## config.mk

```make
export PLATFORM = sky130hd
export DESIGN_NAME = weight_load_ctrl_flat
export DESIGN_NICKNAME = d
export VERILOG_FILES = /design/src/rtl/weight_load_ctrl_pkg.sv /design/src/rtl/weight_load_ctrl_if.sv /design/src/rtl/weight_load_ctrl.sv /design/src/flat_wrapper.sv
export SDC_FILE = /design/constraint.sdc
export NUM_CORES = 1
export LEC_CHECK = 0
export ABC_AREA = 1
export BUFFER_PORTS_ARGS = -buffer_cell sky130_fd_sc_hd__buf_2
export CAP_MARGIN = 20
export CELL_PAD_IN_SITES_DETAIL_PLACEMENT = 1
export CELL_PAD_IN_SITES_GLOBAL_PLACEMENT = 1
export CORE_MARGIN = 2
export CORE_UTILIZATION = 37
export CTS_CLUSTER_SIZE = 16
export DETAILED_ROUTE_END_ITERATION = 10
export HOLD_SLACK_MARGIN = 0.08
export PLACE_DENSITY = 0.89
export SYNTH_ARGS = -nofsm -noshare
export SYNTH_HDL_FRONTEND = slang
export SYNTH_SLANG_ARGS = --single-unit
```

## constraint.sdc

```tcl
create_clock -name clk -period 2.78 [get_ports clk]
set_input_delay 0.139 -clock clk [delete_from_list [all_inputs] [get_ports clk]]
set_output_delay 0.139 -clock clk [all_outputs]
set_load 0.02 [all_outputs]
```

## src/rtl/weight_load_ctrl_pkg.sv

```systemverilog
// Shared types and constants for the TPU weight-load path.
package tpu_pkg;

  localparam int ARRAY_DIM   = 2;
  localparam int TILE_STRIDE = 4;
  localparam int WL_ADDR_W   = 13;
  localparam int WL_DATA_W   = 8;
  localparam int WL_CNT_W    = 4;

  typedef enum logic [2:0] {
    ST_IDLE     = 3'd0,
    ST_FETCH    = 3'd1,
    ST_SHIFT_LO = 3'd2,
    ST_SHIFT_HI = 3'd3,
    ST_DONE     = 3'd4
  } wl_state_t;

endpackage

```

## src/rtl/weight_load_ctrl_if.sv

```systemverilog
// Weight-memory read port plus systolic-array weight-shift port.
interface weight_load_ctrl_if #(
  parameter int ADDR_W = tpu_pkg::WL_ADDR_W,
  parameter int DATA_W = tpu_pkg::WL_DATA_W
);
  logic [ADDR_W-1:0] mem_addr;
  logic [DATA_W-1:0] mem_w0;
  logic [DATA_W-1:0] mem_w1;
  logic [DATA_W-1:0] mem_w2;
  logic [DATA_W-1:0] mem_w3;
  logic              array_ready;
  logic [DATA_W-1:0] w_col0;
  logic [DATA_W-1:0] w_col1;
  logic              w_shift;

  modport master (
    output mem_addr, w_col0, w_col1, w_shift,
    input  mem_w0, mem_w1, mem_w2, mem_w3, array_ready
  );

  modport slave (
    input  mem_addr, w_col0, w_col1, w_shift,
    output mem_w0, mem_w1, mem_w2, mem_w3, array_ready
  );
endinterface

```

## src/rtl/weight_load_ctrl.sv

```systemverilog
// Walks num_tiles 4-weight tiles from weight memory and pushes each into the
// 2x2 array as two column-pair shifts (bottom row first).
module weight_load_ctrl #(
  parameter int ADDR_W      = tpu_pkg::WL_ADDR_W,
  parameter int DATA_W      = tpu_pkg::WL_DATA_W,
  parameter int TILE_STRIDE = tpu_pkg::TILE_STRIDE,
  parameter int CNT_W       = tpu_pkg::WL_CNT_W
) (
  input  logic                clk,
  input  logic                reset,
  input  logic                start,
  input  logic [ADDR_W-1:0]   base_addr,
  input  logic [CNT_W-1:0]    num_tiles,
  weight_load_ctrl_if.master  bus,
  output logic                tile_loaded,
  output logic                busy,
  output logic                done
);
  import tpu_pkg::*;

  localparam int NUM_W = ARRAY_DIM * ARRAY_DIM;

  wl_state_t         state_q, state_d;
  logic [ADDR_W-1:0] addr_q, addr_d;
  logic [CNT_W-1:0]  tiles_q, tiles_d;
  logic [DATA_W-1:0] w_q [NUM_W];
  logic [DATA_W-1:0] w_d [NUM_W];

  // Next-state, address/count update and tile latch
  always_comb begin
    state_d = state_q;
    addr_d  = addr_q;
    tiles_d = tiles_q;
    w_d     = w_q;
    case (state_q)
      ST_IDLE: begin
        if (start) begin
          addr_d  = base_addr;
          tiles_d = num_tiles;
          state_d = (num_tiles == {CNT_W{1'b0}}) ? ST_DONE : ST_FETCH;
        end else begin
          state_d = ST_IDLE;
        end
      end
      ST_FETCH: begin
        w_d[0]  = bus.mem_w0;
        w_d[1]  = bus.mem_w1;
        w_d[2]  = bus.mem_w2;
        w_d[3]  = bus.mem_w3;
        state_d = ST_SHIFT_LO;
      end
      ST_SHIFT_LO: begin
        if (bus.array_ready) begin
          state_d = ST_SHIFT_HI;
        end else begin
          state_d = ST_SHIFT_LO;
        end
      end
      ST_SHIFT_HI: begin
        if (bus.array_ready) begin
          tiles_d = tiles_q - {{(CNT_W-1){1'b0}}, 1'b1};
          addr_d  = addr_q + ADDR_W'(TILE_STRIDE);
          state_d = (tiles_q > {{(CNT_W-1){1'b0}}, 1'b1}) ? ST_FETCH : ST_DONE;
        end else begin
          state_d = ST_SHIFT_HI;
        end
      end
      ST_DONE: state_d = ST_IDLE;
      default: state_d = ST_IDLE;
    endcase
  end

  // State, address, count and weight latch registers
  always_ff @(posedge clk) begin
    if (reset) begin
      state_q <= ST_IDLE;
      addr_q  <= {ADDR_W{1'b0}};
      tiles_q <= {CNT_W{1'b0}};
      for (int i = 0; i < NUM_W; i++) begin
        w_q[i] <= {DATA_W{1'b0}};
      end
    end else begin
      state_q <= state_d;
      addr_q  <= addr_d;
      tiles_q <= tiles_d;
      for (int i = 0; i < NUM_W; i++) begin
        w_q[i] <= w_d[i];
      end
    end
  end

  // Output decode; shift strobes follow array_ready so a stall holds the columns
  always_comb begin
    bus.mem_addr = addr_q;
    bus.w_col0   = {DATA_W{1'b0}};
    bus.w_col1   = {DATA_W{1'b0}};
    bus.w_shift  = 1'b0;
    tile_loaded  = 1'b0;
    done         = 1'b0;
    busy         = (state_q != ST_IDLE);
    case (state_q)
      ST_SHIFT_LO: begin
        bus.w_col0  = w_q[2];
        bus.w_col1  = w_q[3];
        bus.w_shift = bus.array_ready;
      end
      ST_SHIFT_HI: begin
        bus.w_col0  = w_q[0];
        bus.w_col1  = w_q[1];
        bus.w_shift = bus.array_ready;
        tile_loaded = bus.array_ready;
      end
      ST_DONE: done = 1'b1;
      default: done = 1'b0;
    endcase
  end

endmodule

```

## src/flat_wrapper.sv

```systemverilog
// flat-port wrapper written by rule: the top's interface ports become plain ports
module weight_load_ctrl_flat import tpu_pkg::*;
#(
  parameter int ADDR_W      = tpu_pkg::WL_ADDR_W,
  parameter int DATA_W      = tpu_pkg::WL_DATA_W,
  parameter int TILE_STRIDE = tpu_pkg::TILE_STRIDE,
  parameter int CNT_W       = tpu_pkg::WL_CNT_W
)
  (clk, reset, start, base_addr, num_tiles, tile_loaded, busy, done, bus_mem_addr, bus_w_col0, bus_w_col1, bus_w_shift, bus_mem_w0, bus_mem_w1, bus_mem_w2, bus_mem_w3, bus_array_ready);
  weight_load_ctrl_if #(.ADDR_W(ADDR_W), .DATA_W(DATA_W)) bus_i ();
  input  logic clk;
  input  logic reset;
  input  logic start;
  input  logic [ADDR_W-1:0] base_addr;
  input  logic [CNT_W-1:0] num_tiles;
  output logic tile_loaded;
  output logic busy;
  output logic done;
  output wire logic [$bits(bus_i.mem_addr)-1:0] bus_mem_addr;
  output wire logic [$bits(bus_i.w_col0)-1:0] bus_w_col0;
  output wire logic [$bits(bus_i.w_col1)-1:0] bus_w_col1;
  output wire logic [$bits(bus_i.w_shift)-1:0] bus_w_shift;
  input wire logic [$bits(bus_i.mem_w0)-1:0] bus_mem_w0;
  input wire logic [$bits(bus_i.mem_w1)-1:0] bus_mem_w1;
  input wire logic [$bits(bus_i.mem_w2)-1:0] bus_mem_w2;
  input wire logic [$bits(bus_i.mem_w3)-1:0] bus_mem_w3;
  input wire logic [$bits(bus_i.array_ready)-1:0] bus_array_ready;
  assign bus_mem_addr = bus_i.mem_addr;
  assign bus_w_col0 = bus_i.w_col0;
  assign bus_w_col1 = bus_i.w_col1;
  assign bus_w_shift = bus_i.w_shift;
  assign bus_i.mem_w0 = bus_mem_w0;
  assign bus_i.mem_w1 = bus_mem_w1;
  assign bus_i.mem_w2 = bus_mem_w2;
  assign bus_i.mem_w3 = bus_mem_w3;
  assign bus_i.array_ready = bus_array_ready;
  weight_load_ctrl #(.ADDR_W(ADDR_W), .DATA_W(DATA_W), .TILE_STRIDE(TILE_STRIDE), .CNT_W(CNT_W)) u_core (.clk(clk), .reset(reset), .start(start), .base_addr(base_addr), .num_tiles(num_tiles), .bus(bus_i), .tile_loaded(tile_loaded), .busy(busy), .done(done));
endmodule
```

==> summary.md, run 1 <==
| Metric | Value |
|---|---|
| Outcome | finished, final reports clean |
| Vias in the first global route | approximately 2,500 |
| Largest net degree at the start of global routing | 66 |
| Clock Skews | 0.00945 ns |
| Synth area leader | dfxtp_1 |
| Num rows | 29 |
| End of the worst register-to-register path | u_core.bus.mem_addr[12] |
| Reg2reg path depth | 9 |
| Worst-Margin Slew | between 1 and 1.5 ns |
| # H-tree levels | 2 |
| Routed WL per cell | 13.8 µm |
| # resized after CTS | 0 |
| RR Startpoint | u_core.state_q[0] |
| Combinational power share | 0.234 |
| Largest cells by area after synthesis | dfxtp_1, a21oi_1, o21ai_0 |
| Hold Path Class | input port to register |
| CTS Sinks | 52 |
| Worst R2R Setup Slack | 1.05 ns |
| DIE WIDTH | 85.3 µm |
| Setup Total Neg Slack | 0 ns |
| Syn nets | between 400 and 500 |
| Area Overhead vs Synth | 23.5% |
| Number of nets with antenna violations after routing | 0 |
| Initial antenna violation count | 0 |
| CP max FO | 16 |
| Clock Latency Late Sink | just over 0.3 ns |
| GR Overflow Total | 0 |
| Core ar. | 6390 µm² |
| ANT cells | 0 |
| Mapped Area | 2440 µm² |
| Die area | 7270 µm² |
| Fin crit period | 2.25 ns |
| Setup Slack @ Placement | 0.816 ns |
| Final period util | 0.811 |
| Max-slew headroom | 0.324 |
| Worst Setup Start Kind | register |
| Critical Path RT | 2.64 ns |
| CTS buffer count | 5 |
| Syn avg cell area | 7.03 µm² |
| DRC | 0 |
| Initial Util | 0.383 |
| Total track usage | 0.193 |
| Top-area cell type share of the netlist area | 0.426 |
| Leak Pwr | 1.36 nW |
| Fin nets | roughly 480 |
| GPL Wtd Cong | 0.748 |
| Psw | between 0.5 and 0.6 mW |
| CTS tree | yes |
| Register bit total from synthesis | 52 |
| Ys Warns | 0 |
| VDD IR-drop max | 0.000300 V |
| First-pass GRT wire length | about 11 mm |
| Worst-case clock buffer depth | 2 |
| Ports | 86 |
| Pwr/cell area | 572 nW/µm² |
| Int Pwr | 1.16 mW |
| Final hold violations | 0 |
| Worst Hold End | u_core.w_q[27] |
| Fmax | around 0.44 GHz |
| HPWL after DPL | 4.96 mm |
| Port Buf Inserts | 85 |
| Max cap viols | 0 |
| Critical path type | register to primary output |
| Die height | 85.3 µm |
| Synth cell types | 29 |
| Via count | 2,547 |
| Syn Inst Count | between 300 and 400 |
| DR vias/cell | 5.06 |
| First-pass DRT Iterations | 4 |
| Switching Share | 0.330 |
| Hold-fix buffers, CTS | 2 |
| Max-slew violations | 0 |
| Seq/Total Area, Yosys | 0.426 |
| Part of the power in registers | 0.509 |
| Finish-stage setup viols | 0 |
| FILL cells | 879 |
| Final worst slack | 0.526 ns |
| Crit. End Element | primary output |
| Worst EP arrival | approximately 2.1 ns |
| Clk root buf | clkbuf_8 |
| Post-CTS Setup Bufs | 0 |
| Hold path depth | 3 |
| Critical hold path startpoint | bus_mem_w0[3] |
| DR iter-0 viols | 86 |
| Crit. Startpoint | u_core.state_q[0] |
| Share of cells above drive strength 1 | 0.251 |
| Post-Route WL | 6.95 mm |
| RSZ-0062 raised after global routing | false |
| Clock power share | 0.258 |
| CTS clk-pin slew, worst paths | ~0.1 ns |
==> sequential cells by signal, summed over array words and instances (netlist names) <==
register	flops
u_core.w_q	32
u_core.bus.mem_addr	13
u_core.tiles_q	4
u_core.state_q	3
==> kinds of logic after synthesis <==
kind of cell	count (synthesis)	share of synthesized area
buf+inv	71	0.119
simple gates	104	0.183
mux	1	0.00409
xor+xnor	1	0.00358
flops	52	0.426
fa+ha+maj	3	0.0154
compound gates	116	0.250
==> power groups by stage <==
| stage | clock network, mW | registers (mW) | logic, mW |
|---|---|---|---|
| floorplan | 0 | 0.908 | 0.256 |
| detailed placement | 0 | 0.896 | 0.394 |
| finish | 0.445 | 0.879 | 0.404 |
| global placement | 0 | 0.890 | 0.376 |
| global route | 0.486 | 0.889 | 0.456 |
| CTS | 0.467 | 0.880 | 0.398 |
==> worst max-delay path, cell delays in order, from the launching register on <==
cell and delay (ns):
dfxtp_1 0.43, nand3_1 0.52, buf_4 0.42, o22ai_1 0.20, buf_2 0.23
==> cells in the mapped netlist, drive strengths merged <==
| master | instances |
|---|---|
| nor4 | 1 |
| nand2 | 55 |
| o22ai | 17 |
| ha | 3 |
| o21a | 1 |
| a31oi | 1 |
| mux2i | 1 |
| clkbuf | 9 |
| dfxtp | 52 |
| o211a | 1 |
| inv | 51 |
| or2 | 1 |
| o21ai | 46 |
| buf | 11 |
| a21oi | 50 |
| nand4 | 2 |
| nor2 | 25 |
| xor2 | 1 |
| nor3 | 4 |
| nand3 | 16 |
==> layout by cell type, fill, tap and decap left out, types with 5 or more instances in the layout <==
cell,netlist,layout
nor2_1,23,23
o22ai_1,17,17
nand3_1,16,15
a21oi_1,50,50
inv_1,47,47
buf_2,7,85
o21ai_0,43,43
dfxtp_1,52,52
clkbuf_8,0,5
nand2_1,53,53
==> routing by layer <==
layer	global-route usage	vias to the layer above	share of wire
met3	0.0409	6	0.051
met4	0.0519	0	0.010
met2	0.346	59	0.49
met1	0.232	1184	0.44
met5	0	-	0
li1	-	1298	-
==> metrics by stage <==
step	instance area (µm²)	util	cells	hold slack, ns	power, mW
4_1_cts	3000	0.470	502	0.0985	1.74
2_1_floorplan	2440	-	348	0.208	1.16
3_3_place_gp	2890	0.452	492	0.394	1.27
6_report	3020	0.473	503	0.106	1.73
5_1_grt	3020	0.473	503	0.113	1.83
3_5_place_dp	2890	0.452	492	0.405	1.29
==> final cells by class <==
| type | instances | area, µm² | area share |
|---|---|---|---|
| clock inverter | 3 | 22.5 | 0.00746 |
| clock buffer | 5 | 68.8 | 0.0228 |
| multi-input combinational | 225 | 1120 | 0.370 |
| timing repair buffer | 90 | 480 | 0.159 |
| sequential | 52 | 1040 | 0.345 |
| tap | 77 | 96.3 | 0.0319 |
| inverter | 51 | 191 | 0.0634 |
==> worst max-delay path by stage <==
| stage | endpoint | slack, ns | cells after the start |
|---|---|---|---|
| 2_1_floorplan | u_core.bus.mem_addr[10] | 1.37 | 8 |
| 3_3_place_gp | u_core.w_q[23] | 0.89 | 4 |
| 3_5_place_dp | u_core.w_q[22] | 0.82 | 4 |
| 4_1_cts | bus_w_col1[7] | 0.56 | 4 |
| 5_1_grt | bus_w_col0[0] | 0.43 | 4 |
| 6_report | bus_w_col0[2] | 0.53 | 4 |
Power figures use the tool's default switching activity.
==> inputs of run 2 (changes only) <==
--- a/config.mk
+++ b/config.mk
@@ -11,11 +11,11 @@
 export CELL_PAD_IN_SITES_DETAIL_PLACEMENT = 1
 export CELL_PAD_IN_SITES_GLOBAL_PLACEMENT = 1
 export CORE_MARGIN = 2
-export CORE_UTILIZATION = 37
+export CORE_UTILIZATION = 34
 export CTS_CLUSTER_SIZE = 16
 export DETAILED_ROUTE_END_ITERATION = 10
 export HOLD_SLACK_MARGIN = 0.08
-export PLACE_DENSITY = 0.89
+export PLACE_DENSITY = 0.83
 export SYNTH_ARGS = -nofsm -noshare
 export SYNTH_HDL_FRONTEND = slang
 export SYNTH_SLANG_ARGS = --single-unit
==> constraint.sdc (replaced) <==
create_clock -name clk -period 2.31 [get_ports clk]
set_input_delay 0.1155 -clock clk [delete_from_list [all_inputs] [get_ports clk]]
set_output_delay 0.1155 -clock clk [all_outputs]
set_load 0.02 [all_outputs]
==> run 2 against run 1 <==
  * Clock skew shrank 0.0040 ns
  * Routed wire length grew 4.3%
  * Worst hold slack lost 0.023 ns
  * Die area grew 8.4%
  * Critical path type unchanged
==> summary.md, run 2 (synthesized netlist as in run 1, its figures left out) <==
| Metric | Value |
|---|---|
| Num rows | 30 |
| Grt peak-use layer | met2 |
| Reg2reg path depth | 8 |
| CP max stage cell | dfxtp_1 |
| Critical Path Max Stage Delay | around 0.37 ns |
| DR iter-0 viols | 60 |
| Largest register FFs | 32 |
| Setup Total Neg Slack | 0 ns |
| GR Overflow Total | 0 |
| VDD IR-drop max | ~0.00027 V |
| Max-slew violations | 0 |
| CTS Sinks | 52 |
| Clock Latency Late Sink | 0.31 ns |
| Hold path depth | 3 |
| Clock Skews | approximately 0.0055 ns |
| HPWL after DPL | 5.34 mm |
| Worst Hold End | u_core.w_q[3] |
| Die height | 88.8 µm |
| First-pass DRT Iterations | 4 |
| Top reg by flops | u_core.w_q |
| Max-slew headroom | 0.648 |
| Largest net degree at the start of global routing | 66 |
| Finish-stage setup viols | 0 |
| First-pass GRT wire length | 12.0 mm |
| Clk root buf | clkbuf_8 |
| Critical hold path startpoint | bus_mem_w3[3] |
| Worst-case clock buffer depth | 2 |
| Worst R2R Setup Slack | 0.84 ns |
| Critical Path RT | ~2.2 ns |
| Initial Util | 0.356 |
| CTS tree | yes |
| CTS buffer count | 5 |
| End of the worst register-to-register path | u_core.bus.mem_addr[12] |
| Worst-Margin Slew | between 0.5 and 0.6 ns |
| Worst Setup Start Kind | register |
| Commonest non-fill, non-tap cell in the layout | buf_2 |
| Met3 Track Usage GR | 0.0485 |
| CTS clk-pin slew, worst paths | 0.10 ns |
| Initial antenna violation count | 0 |
| Hold Path Class | input port to register |
| Vias in the first global route | 2,593 |
| Pwr/cell area | between 700 and 800 nW/µm² |
| DR vias/cell | about 5 |
| Post-Route WL | 7.25 mm |
| CP max FO | 10 |
| Leak Pwr | 1.40 nW |
| ANT cells | 0 |
| Crit. End Element | primary output |
| Worst path top cell family by delay | buffers and inverters |
| DRC | 0 |
| Commonest cells after routing, fill and taps aside | buf_2, nand2_1, dfxtp_1, a21oi_1, inv_1 |
| Max cap viols | 0 |
| Number of nets with antenna violations after routing | 0 |
| Via count | 2,597 |
| Core ar. | between 6000 and 7000 µm² |
| Final hold violations | 0 |
| DIE WIDTH | 88.8 µm |
| Crit. Startpoint | u_core.state_q[0] |
| Final period util | 0.791 |
| GRT met1 Usage | 0.243 |
| RSZ-0062 raised after global routing | false |
| RR Startpoint | u_core.bus.mem_addr[2] |
| Buf/Inv on CP | 3 |
| GPL Wtd Cong | 0.782 |
| Ports | between 80 and 90 |
| M2 GR Usage | 0.332 |
| Port Buf Inserts | 85 |
| Area Overhead vs Synth | 27.6% |
| # H-tree levels | 2 |
| Worst EP arrival | 1.71 ns |
| Fin nets | approximately 500 |
| Die area | 7890 µm² |
| Routed WL per cell | around 14 µm |
| Fin crit period | 1.83 ns |
| Placed Area | 2940 µm² |
| Fmax | about 0.55 GHz |
| Outcome | finished, final reports clean |
| # resized after CTS | 0 |
| Critical path type | register to primary output |
| Total track usage | 0.194 |
| Final Cell Area | 3120 µm² |
| Cell chain of the critical path | inv_2 -> nand3_1 -> buf_4 -> o22ai_1 -> buf_2 |
| Share of cells above drive strength 1 | 0.253 |
-- run 2: area by class of cell --
type	instances	area (µm²)
repair buffers	96	520
clock inverters	2	60.1
multi-input cells	225	1120
clock buffers	5	68.8
flip-flops and latches	52	1040
fillers	917	3750
well taps	96	120
inverters	51	191
-- run 2: repair_timing --
action | CTS | global route
hold endpoints to repair | 5 | 0
hold buffers | 5 | 0
buffers inserted | 0 | 0
-- run 2: how the worst max path moves through the flow --
stage / to / slack [ns] / cells past startpoint
2_1_floorplan: u_core.bus.mem_addr[10] / 0.90 / 8
4_1_cts: bus_w_col1[7] / 0.45 / 5
5_1_grt: bus_w_col0[1] / 0.33 / 5
3_3_place_gp: u_core.bus.mem_addr[11] / 0.90 / 8
3_5_place_dp: bus_w_col1[7] / 0.81 / 5
6_report: bus_w_col1[7] / 0.48 / 5
-- run 2: report_power, final --
part           total, mW  leakage [nW]  switching [mW]  internal, mW
clock network      0.733        0.0642           0.307         0.427
registers           1.06         0.428          0.0593         0.999
logic              0.486         0.904           0.309         0.177
total               2.28          1.40           0.675          1.60
-- run 2: worst min-delay path: stages --
cell and delay [ns]:
buf_2 0.07, o21ai_0 0.07, a21oi_1 0.10
-- run 2: per-stage QoR --
step	hold WS, ns	util	setup slack (ns)	cells	total power, mW
2_1_floorplan	0.185	-	0.901	348	1.40
3_3_place_gp	0.364	0.428	0.903	515	1.54
3_5_place_dp	0.376	0.428	0.810	515	1.57
4_1_cts	0.0814	0.454	0.450	527	2.31
5_1_grt	0.0936	0.454	0.326	527	2.42
6_report	0.0830	0.454	0.483	527	2.28
-- run 2: metal layers --
metal,up-vias,part of all wire
met5,-,0
met4,0,0.013
met3,9,0.069
met2,83,0.48
met1,1199,0.44
li1,1306,-
